`src/rtl/fetch_stage_if.sv`:
```
// Instruction-memory fetch bus between the fetch stage and instruction memory.
// Latency: none, wires only; rdata is consumed in the same cycle ready is high.
// Backpressure: memory holds off the fetch by keeping imem_ready low.
//
// Signals:
//   imem_addr  - fetch address (fetch stage -> memory)
//   imem_req   - fetch request valid (fetch stage -> memory)
//   imem_rdata - instruction word (memory -> fetch stage)
//   imem_ready - imem_rdata valid this cycle (memory -> fetch stage)
interface fetch_stage_if;
    logic [31:0] imem_addr;
    logic        imem_req;
    logic [31:0] imem_rdata;
    logic        imem_ready;

    // Fetch stage side.
    modport master (
        output imem_addr,
        output imem_req,
        input  imem_rdata,
        input  imem_ready
    );

    // Instruction memory side.
    modport slave (
        input  imem_addr,
        input  imem_req,
        output imem_rdata,
        output imem_ready
    );
endinterface

```
`src/rtl/fetch_stage.sv`:
```
// Instruction-fetch stage: owns the PC, fetches from imem and fills the F/D register.
// Latency: the word fetched at pc_f in cycle N is on instr_d in cycle N+1.
// Backpressure: stall_f holds PC and F/D; imem_ready=0 holds PC and inserts bubbles.
//
// Ports:
//   clk, reset            - rising-edge clock, synchronous active-low reset
//   imem                  - instruction memory bus (fetch_stage_if.master)
//   next_pc               - PC chosen by next-PC logic, loaded on advance
//   stall_f, flush_d      - hazard controls (hold fetch / turn F/D into a bubble)
//   pc_f, pc4_f           - current fetch PC and its +4 successor
//   instr_d, pc_d,
//   valid_d, exc_d,
//   excode_d              - F/D pipeline register contents
//
// Optional feature: define FETCH_ADDR_CHECK_EN to flag misaligned or out-of-range
// fetch PCs as an AdEL exception instead of fetching them.
module fetch_stage #(
    parameter logic [31:0] RESET_PC  = 32'h0000_3000,
    parameter logic [31:0] NOP_INSTR = 32'h0000_0000
) (
    input  logic          clk,
    input  logic          reset,
    fetch_stage_if.master imem,
    input  logic [31:0]   next_pc,
    input  logic          stall_f,
    input  logic          flush_d,
    output logic [31:0]   pc_f,
    output logic [31:0]   pc4_f,
    output logic [31:0]   instr_d,
    output logic [31:0]   pc_d,
    output logic          valid_d,
    output logic          exc_d,
    output logic [4:0]    excode_d
);

    // ------------------------------------------------------------------
    // Control FSM encoding
    // ------------------------------------------------------------------
    typedef enum logic {
        ST_RUN  = 1'b0,   // fetch outstanding, memory answered last time
        ST_WAIT = 1'b1    // memory not ready, PC held until it answers
    } state_t;

    state_t      state_q;
    state_t      state_d;

    // Fetch PC register
    logic [31:0] pcf_q;
    logic [31:0] pcf_d;

    // F/D pipeline register
    logic [31:0] fd_instr_q;
    logic [31:0] fd_instr_d;
    logic [31:0] fd_pc_q;
    logic [31:0] fd_pc_d;
    logic        fd_valid_q;
    logic        fd_valid_d;

    // Fetch control
    logic        bad_pc;     // current PC must not be fetched
    logic        req;        // request presented to memory
    logic        advance;    // PC moves on and F/D captures this cycle

`ifdef FETCH_ADDR_CHECK_EN
    localparam logic [31:0] ADDR_LO  = 32'h0000_3000;
    localparam logic [31:0] ADDR_HI  = 32'h0000_6FFC;
    localparam logic [4:0]  EXC_ADEL = 5'd4;

    logic        fd_exc_q;
    logic        fd_exc_d;
    logic [4:0]  fd_code_q;
    logic [4:0]  fd_code_d;

    // Only word-aligned PCs inside the instruction window are fetched.
    assign bad_pc = (pcf_q[1:0] != 2'b00) || (pcf_q < ADDR_LO) || (pcf_q > ADDR_HI);
`else
    assign bad_pc = 1'b0;
`endif

    // ------------------------------------------------------------------
    // Combinational outputs (from registered state only; next_pc never
    // reaches an output in the same cycle)
    // ------------------------------------------------------------------
    assign req            = reset & ~bad_pc;
    assign imem.imem_req  = req;
    assign imem.imem_addr = pcf_q;
    assign pc_f           = pcf_q;
    assign pc4_f          = pcf_q + 32'd4;   // carry out discarded, wraps at 2^32

    // A bad PC advances on its own: there is no memory answer to wait for.
    assign advance = (imem.imem_ready | bad_pc) & ~stall_f;

    // ------------------------------------------------------------------
    // Next-state logic
    // ------------------------------------------------------------------
    always_comb begin
        state_d    = state_q;
        pcf_d      = pcf_q;
        fd_instr_d = fd_instr_q;
        fd_pc_d    = fd_pc_q;
        fd_valid_d = fd_valid_q;
`ifdef FETCH_ADDR_CHECK_EN
        fd_exc_d   = fd_exc_q;
        fd_code_d  = fd_code_q;
`endif

        // FSM: track whether the outstanding fetch is still waiting.
        case (state_q)
            ST_RUN:  if (req && !imem.imem_ready) state_d = ST_WAIT;
            ST_WAIT: if (imem.imem_ready)         state_d = ST_RUN;
            default:                              state_d = ST_RUN;
        endcase

        // PC: moves only on advance; stall and memory wait both hold it.
        if (advance) begin
            pcf_d = next_pc;
        end

        // F/D: flush beats stall-hold, stall beats capture, and a cycle
        // that neither holds nor captures inserts a bubble.
        if (flush_d || (!stall_f && !advance)) begin
            fd_instr_d = NOP_INSTR;
            fd_pc_d    = pcf_q;
            fd_valid_d = 1'b0;
`ifdef FETCH_ADDR_CHECK_EN
            fd_exc_d   = 1'b0;
            fd_code_d  = 5'd0;
`endif
        end else if (advance) begin
            fd_pc_d    = pcf_q;
            fd_valid_d = 1'b1;
`ifdef FETCH_ADDR_CHECK_EN
            // Faulting fetch carries a NOP with the exception attached.
            fd_instr_d = bad_pc ? NOP_INSTR : imem.imem_rdata;
            fd_exc_d   = bad_pc;
            fd_code_d  = bad_pc ? EXC_ADEL : 5'd0;
`else
            fd_instr_d = imem.imem_rdata;
`endif
        end
    end

    // ------------------------------------------------------------------
    // State registers. Reset wins over everything, so a memory answer that
    // arrives in the same cycle as reset is dropped.
    // ------------------------------------------------------------------
    always_ff @(posedge clk) begin
        if (!reset) begin
            state_q    <= ST_RUN;
            pcf_q      <= RESET_PC;
            fd_instr_q <= NOP_INSTR;
            fd_pc_q    <= 32'd0;
            fd_valid_q <= 1'b0;
`ifdef FETCH_ADDR_CHECK_EN
            fd_exc_q   <= 1'b0;
            fd_code_q  <= 5'd0;
`endif
        end else begin
            state_q    <= state_d;
            pcf_q      <= pcf_d;
            fd_instr_q <= fd_instr_d;
            fd_pc_q    <= fd_pc_d;
            fd_valid_q <= fd_valid_d;
`ifdef FETCH_ADDR_CHECK_EN
            fd_exc_q   <= fd_exc_d;
            fd_code_q  <= fd_code_d;
`endif
        end
    end

    assign instr_d = fd_instr_q;
    assign pc_d    = fd_pc_q;
    assign valid_d = fd_valid_q;

`ifdef FETCH_ADDR_CHECK_EN
    assign exc_d    = fd_exc_q;
    assign excode_d = fd_code_q;
`else
    assign exc_d    = 1'b0;
    assign excode_d = 5'd0;
`endif

endmodule

```
`src/flat_wrapper.sv`:
```
// flat-port wrapper written by rule: the top's interface ports become plain ports
module fetch_stage_flat 
#(
    parameter logic [31:0] RESET_PC  = 32'h0000_3000,
    parameter logic [31:0] NOP_INSTR = 32'h0000_0000
)
  (clk, reset, next_pc, stall_f, flush_d, pc_f, pc4_f, instr_d, pc_d, valid_d, exc_d, excode_d, imem_imem_addr, imem_imem_req, imem_imem_rdata, imem_imem_ready);
  fetch_stage_if imem_i ();
  input  logic clk;
  input  logic reset;
  input  logic [31:0] next_pc;
  input  logic stall_f;
  input  logic flush_d;
  output logic [31:0] pc_f;
  output logic [31:0] pc4_f;
  output logic [31:0] instr_d;
  output logic [31:0] pc_d;
  output logic valid_d;
  output logic exc_d;
  output logic [4:0] excode_d;
  output wire logic [$bits(imem_i.imem_addr)-1:0] imem_imem_addr;
  output wire logic [$bits(imem_i.imem_req)-1:0] imem_imem_req;
  input wire logic [$bits(imem_i.imem_rdata)-1:0] imem_imem_rdata;
  input wire logic [$bits(imem_i.imem_ready)-1:0] imem_imem_ready;
  assign imem_imem_addr = imem_i.imem_addr;
  assign imem_imem_req = imem_i.imem_req;
  assign imem_i.imem_rdata = imem_imem_rdata;
  assign imem_i.imem_ready = imem_imem_ready;
  fetch_stage #(.RESET_PC(RESET_PC), .NOP_INSTR(NOP_INSTR)) u_core (.clk(clk), .reset(reset), .imem(imem_i), .next_pc(next_pc), .stall_f(stall_f), .flush_d(flush_d), .pc_f(pc_f), .pc4_f(pc4_f), .instr_d(instr_d), .pc_d(pc_d), .valid_d(valid_d), .exc_d(exc_d), .excode_d(excode_d));
endmodule
```
`config.mk`:
```
export PLATFORM = sky130hd
export DESIGN_NAME = fetch_stage_flat
export DESIGN_NICKNAME = d
export VERILOG_FILES = /design/src/rtl/fetch_stage_if.sv /design/src/rtl/fetch_stage.sv /design/src/flat_wrapper.sv
export SDC_FILE = /design/constraint.sdc
export NUM_CORES = 1
export LEC_CHECK = 0
export CAP_MARGIN = 20
export CORE_ASPECT_RATIO = 0.6
export CORE_MARGIN = 1
export CORE_UTILIZATION = 42
export DETAILED_ROUTE_END_ITERATION = 7
export PLACE_DENSITY_LB_ADDON = 0.12
export SLEW_MARGIN = 20
export SYNTH_ARGS = -nofsm -noshare
export SYNTH_HDL_FRONTEND = slang
export SYNTH_SLANG_ARGS = --single-unit
export TNS_END_PERCENT = 20
```
`constraint.sdc`:
```
create_clock -name clk -period 2.3 [get_ports clk]
set_input_delay 0.345 -clock clk [delete_from_list [all_inputs] [get_ports clk]]
set_output_delay 0.345 -clock clk [all_outputs]
set_load 0.02 [all_outputs]
```
==> impl_results.md <==
- Fin util: approximately 72%
- WL met2: approximately 6.6 mm
- Arrival time at the worst endpoint: 1910 ps
- Mean post-synth cell area: 7.981 µm²
- GRT Total Usage: 24.87%
- First-pass GRT wire length: roughly 21 mm
- Post-synth EDFFs: 0
- Die area: ~11000 µm²
- Synth top area share: roughly 44%
- R2R Setup Slk: approximately 1400 ps
- Final Hold Viols: 0
- DRT antenna net count: 0
- Fin crit share: between 90% and 100%
- Num Clock Sinks: between 90 and 100
- Slew Viols, Final: 0
- Synthesized area: 4405 µm²
- Critical Path RT: a little under 2000 ps
- Leak: approximately 2.8 nW
- FF-to-FF End: u_core.imem.imem_addr[2]$_SDFFE_PN0P_
- Layout Skew: 8.035 ps
- IO buf count: 230
- Total gr overflow: 0
- Area Growth Syn to Fin: 63.82%
- RSZ-0062 raised after global routing: yes
- Primary flip-flop cell chosen by synthesis mapping: dfxtp_1
- Cell Pwr Density: 566.2 nW/µm²
- Clk_lat worst skew: ~330 ps
- HP Class: primary input to register
- Fmax: between 0.4 and 0.5 GHz
- Synth area leaders: dfxtp_1 (44%), nand2_1 (17%), a21boi_0 (11%)
- Chip Height: just over 80 µm
- Clk pwr share: about two fifths
- Die width: 134.2 µm
- Sequential share of power: between 40 and 50%
- Diode count: 0
- Starting DRT DRC Count: about 130
- Share of layout cells above drive strength 1: between 10% and 20%
- Netlist cell types: 31
- Wirelength per Cell: 15.09 µm
- Cts bufs inserted: 9
- Largest net degree at the start of global routing: 51
- Crit path to: pc4_f[22]
- Switching Power: roughly 1.0 mW
- Worst Setup SP: u_core.imem.imem_addr[2]$_SDFFE_PN0P_
- Maximum vdd drop: about 0.00042 V
- CTS tree: yes
- Ys async rst share: 0%
- Max-cap violations: 0
- GPL Wtd Cong: approximately 0.77
- Worst Path Max Fanout: 4
- Initial core utilization: 43.97%
- Final HPWL DP: around 10 mm
- Final Setup Violations: 0
- Register area share after synthesis: around 44%
- H-tree levels: 3
- Synthesized flop and latch total: just under 100
- Gate power share: between 10% and 20%
- Final WL: between 10 and 15 mm
- Final Net Count: around 850
- DRT Pass-1 Iters: 4
- # rows: 28
- Number of global-route vias before repair: 4200
- Via density: roughly 4.8
- YS warnings: 0
- Overall power: a little over 4 mW
- Post-synth top area cell: dfxtp_1
- Startpoint Class: register
- Sw frac: about 26%
- Post-Synthesis Cells: between 500 and 600
- FF-to-FF path depth: 4
- Worst r2r src: u_core.imem.imem_addr[2]$_SDFFE_PN0P_
- Core Region: roughly 10000 µm²
- Worst setup EP type: output pin
- Fin crit period: roughly 2300 ps
- Vias: ~4400
- IO Pins: ~240
- DRT met1 WL: 6.066 mm
- Drc violations: 0
- Worst-path clk slew: about 70 ps
- Root buffer cell: clkbuf_16
- Fillers: between 700 and 800
- Initial antenna violation count: 0
- Met3 routed WL: 1.040 mm
- CTS max path bufs: 2
- Top routing layer in use: met4
- Post-Route Setup TNS: 0 ps
- Kind of critical path: register to output pin
- Internal power: between 3 and 4 mW
- Status: finished clean
-- per-layer routing --
| metal | track usage [%] | up-vias |
|---|---|---|
| li1 | - | 2179 |
| met4 | 5.618 | 0 |
| met2 | 42.18 | 158 |
| met5 | 0 | - |
| met1 | 31.33 | 2095 |
| met3 | 7.491 | 8 |
-- worst min-delay path by stage --
| stage | start | end | slack [ps] | cells past startpoint |
|---|---|---|---|---|
| floorplan | stall_f | u_core.valid_d$_SDFFE_PP0P_ | 440 | 1 |
| global placement | u_core.valid_d$_SDFFE_PP0P_ | u_core.valid_d$_SDFFE_PP0P_ | 440 | 2 |
| detailed placement | u_core.instr_d[8]$_SDFFE_PP0P_ | u_core.instr_d[8]$_SDFFE_PP0P_ | 450 | 2 |
| CTS | reset | u_core.imem.imem_addr[29]$_SDFFE_PN0P_ | 400 | 2 |
| global route | reset | u_core.imem.imem_addr[29]$_SDFFE_PN0P_ | 410 | 2 |
| finish | reset | u_core.imem.imem_addr[29]$_SDFFE_PN0P_ | 410 | 2 |
-- layout make-up --
type / instances / area [µm²] / share of cell area (%)
Clock buffer: 13 / 270.3 / 3.745
Clock inverter: 3 / 46.29 / 0.6415
Inverter: 7 / 26.28 / 0.3641
Multi-Input combinational cell: 378 / 2056 / 28.48
Sequential cell: 97 / 1946 / 26.96
Tap cell: 135 / 168.9 / 2.340
Timing Repair Buffer: 283 / 2704 / 37.47
-- cell usage in the layout, fill, tap and decap left out, types with 4 or more instances in the layout --
cell type	count
xor2_1	16
buf_4	47
dfxtp_1	94
nand3_1	10
nor2_1	6
clkbuf_16	9
inv_1	7
conb_1	6
xnor2_1	12
nand2_1	199
a21oi_1	33
buf_6	4
a21boi_0	62
dlygate4sd2_1	9
nor3_2	7
clkbuf_2	7
nand4_1	6
buf_12	4
clkdlybuf4s15_2	4
clkdlybuf4s50_1	203
-- cell usage after synthesis (all sizes together) (5+ instances only) --
| cell | instances |
|---|---|
| nand2 | 200 |
| dfxtp | 97 |
| a21boi | 62 |
| buf | 56 |
| a21oi | 33 |
| clkbuf | 19 |
| xor2 | 16 |
| xnor2 | 12 |
| nand3 | 10 |
| nor3 | 10 |
| nand4 | 9 |
| inv | 7 |
| nor2 | 6 |
| and4 | 5 |
-- worst max-delay path, stage by stage, from the launching register on --
cell             delay (ps)
dfxtp_2                 350
ha_1                    170
and3_4                  240
nand4_1                 190
nor3_2                  190
xor2_1                  160
clkdlybuf4s15_2         270
-- logic make-up after synthesis --
family	synth area share, %
fa+ha+maj	0.2840
xor+xnor	5.566
simple gates	24.51
buf+inv	10.99
compound gates	14.48
flops	44.08
other cells	0.08512
-- timing repair --
item / CTS / global route
pin swaps: 5 / 4
endpoints found under the setup margin: 26 / 18
gates resized for setup: 54 / 28
setup buffers: 1 / 4
hold buffers: 0 / 0
-- metrics by stage --
step           cells  hold slack (ps)  cell area, µm²  setup slack, ps
3_5_place_dp     895            447.1            6855           -130.2
3_3_place_gp     895            439.3            6855           -67.81
6_report         916            408.0            7217            41.48
4_1_cts          912            400.1            7174           -84.54
5_1_grt          916            408.1            7217           -55.76
2_1_floorplan    557            440.9            4424            197.0
-- state kept, by name (all words and copies together), names as in the netlist --
| name | count |
|---|---|
| u_core.instr_d | 32 |
| u_core.pc_d | 32 |
| u_core.imem.imem_addr | 32 |
| u_core.valid_d | 1 |
-- power groups by stage --
stage | sequential (mW) | clock [mW] | combinational (mW)
2_1_floorplan | 1.89 | 0 | 0.285
3_3_place_gp | 1.80 | 0 | 0.758
3_5_place_dp | 1.80 | 0 | 0.767
4_1_cts | 1.77 | 1.60 | 0.756
5_1_grt | 1.77 | 1.67 | 0.804
6_report | 1.77 | 1.56 | 0.754
(Power assumes the default switching activity.)
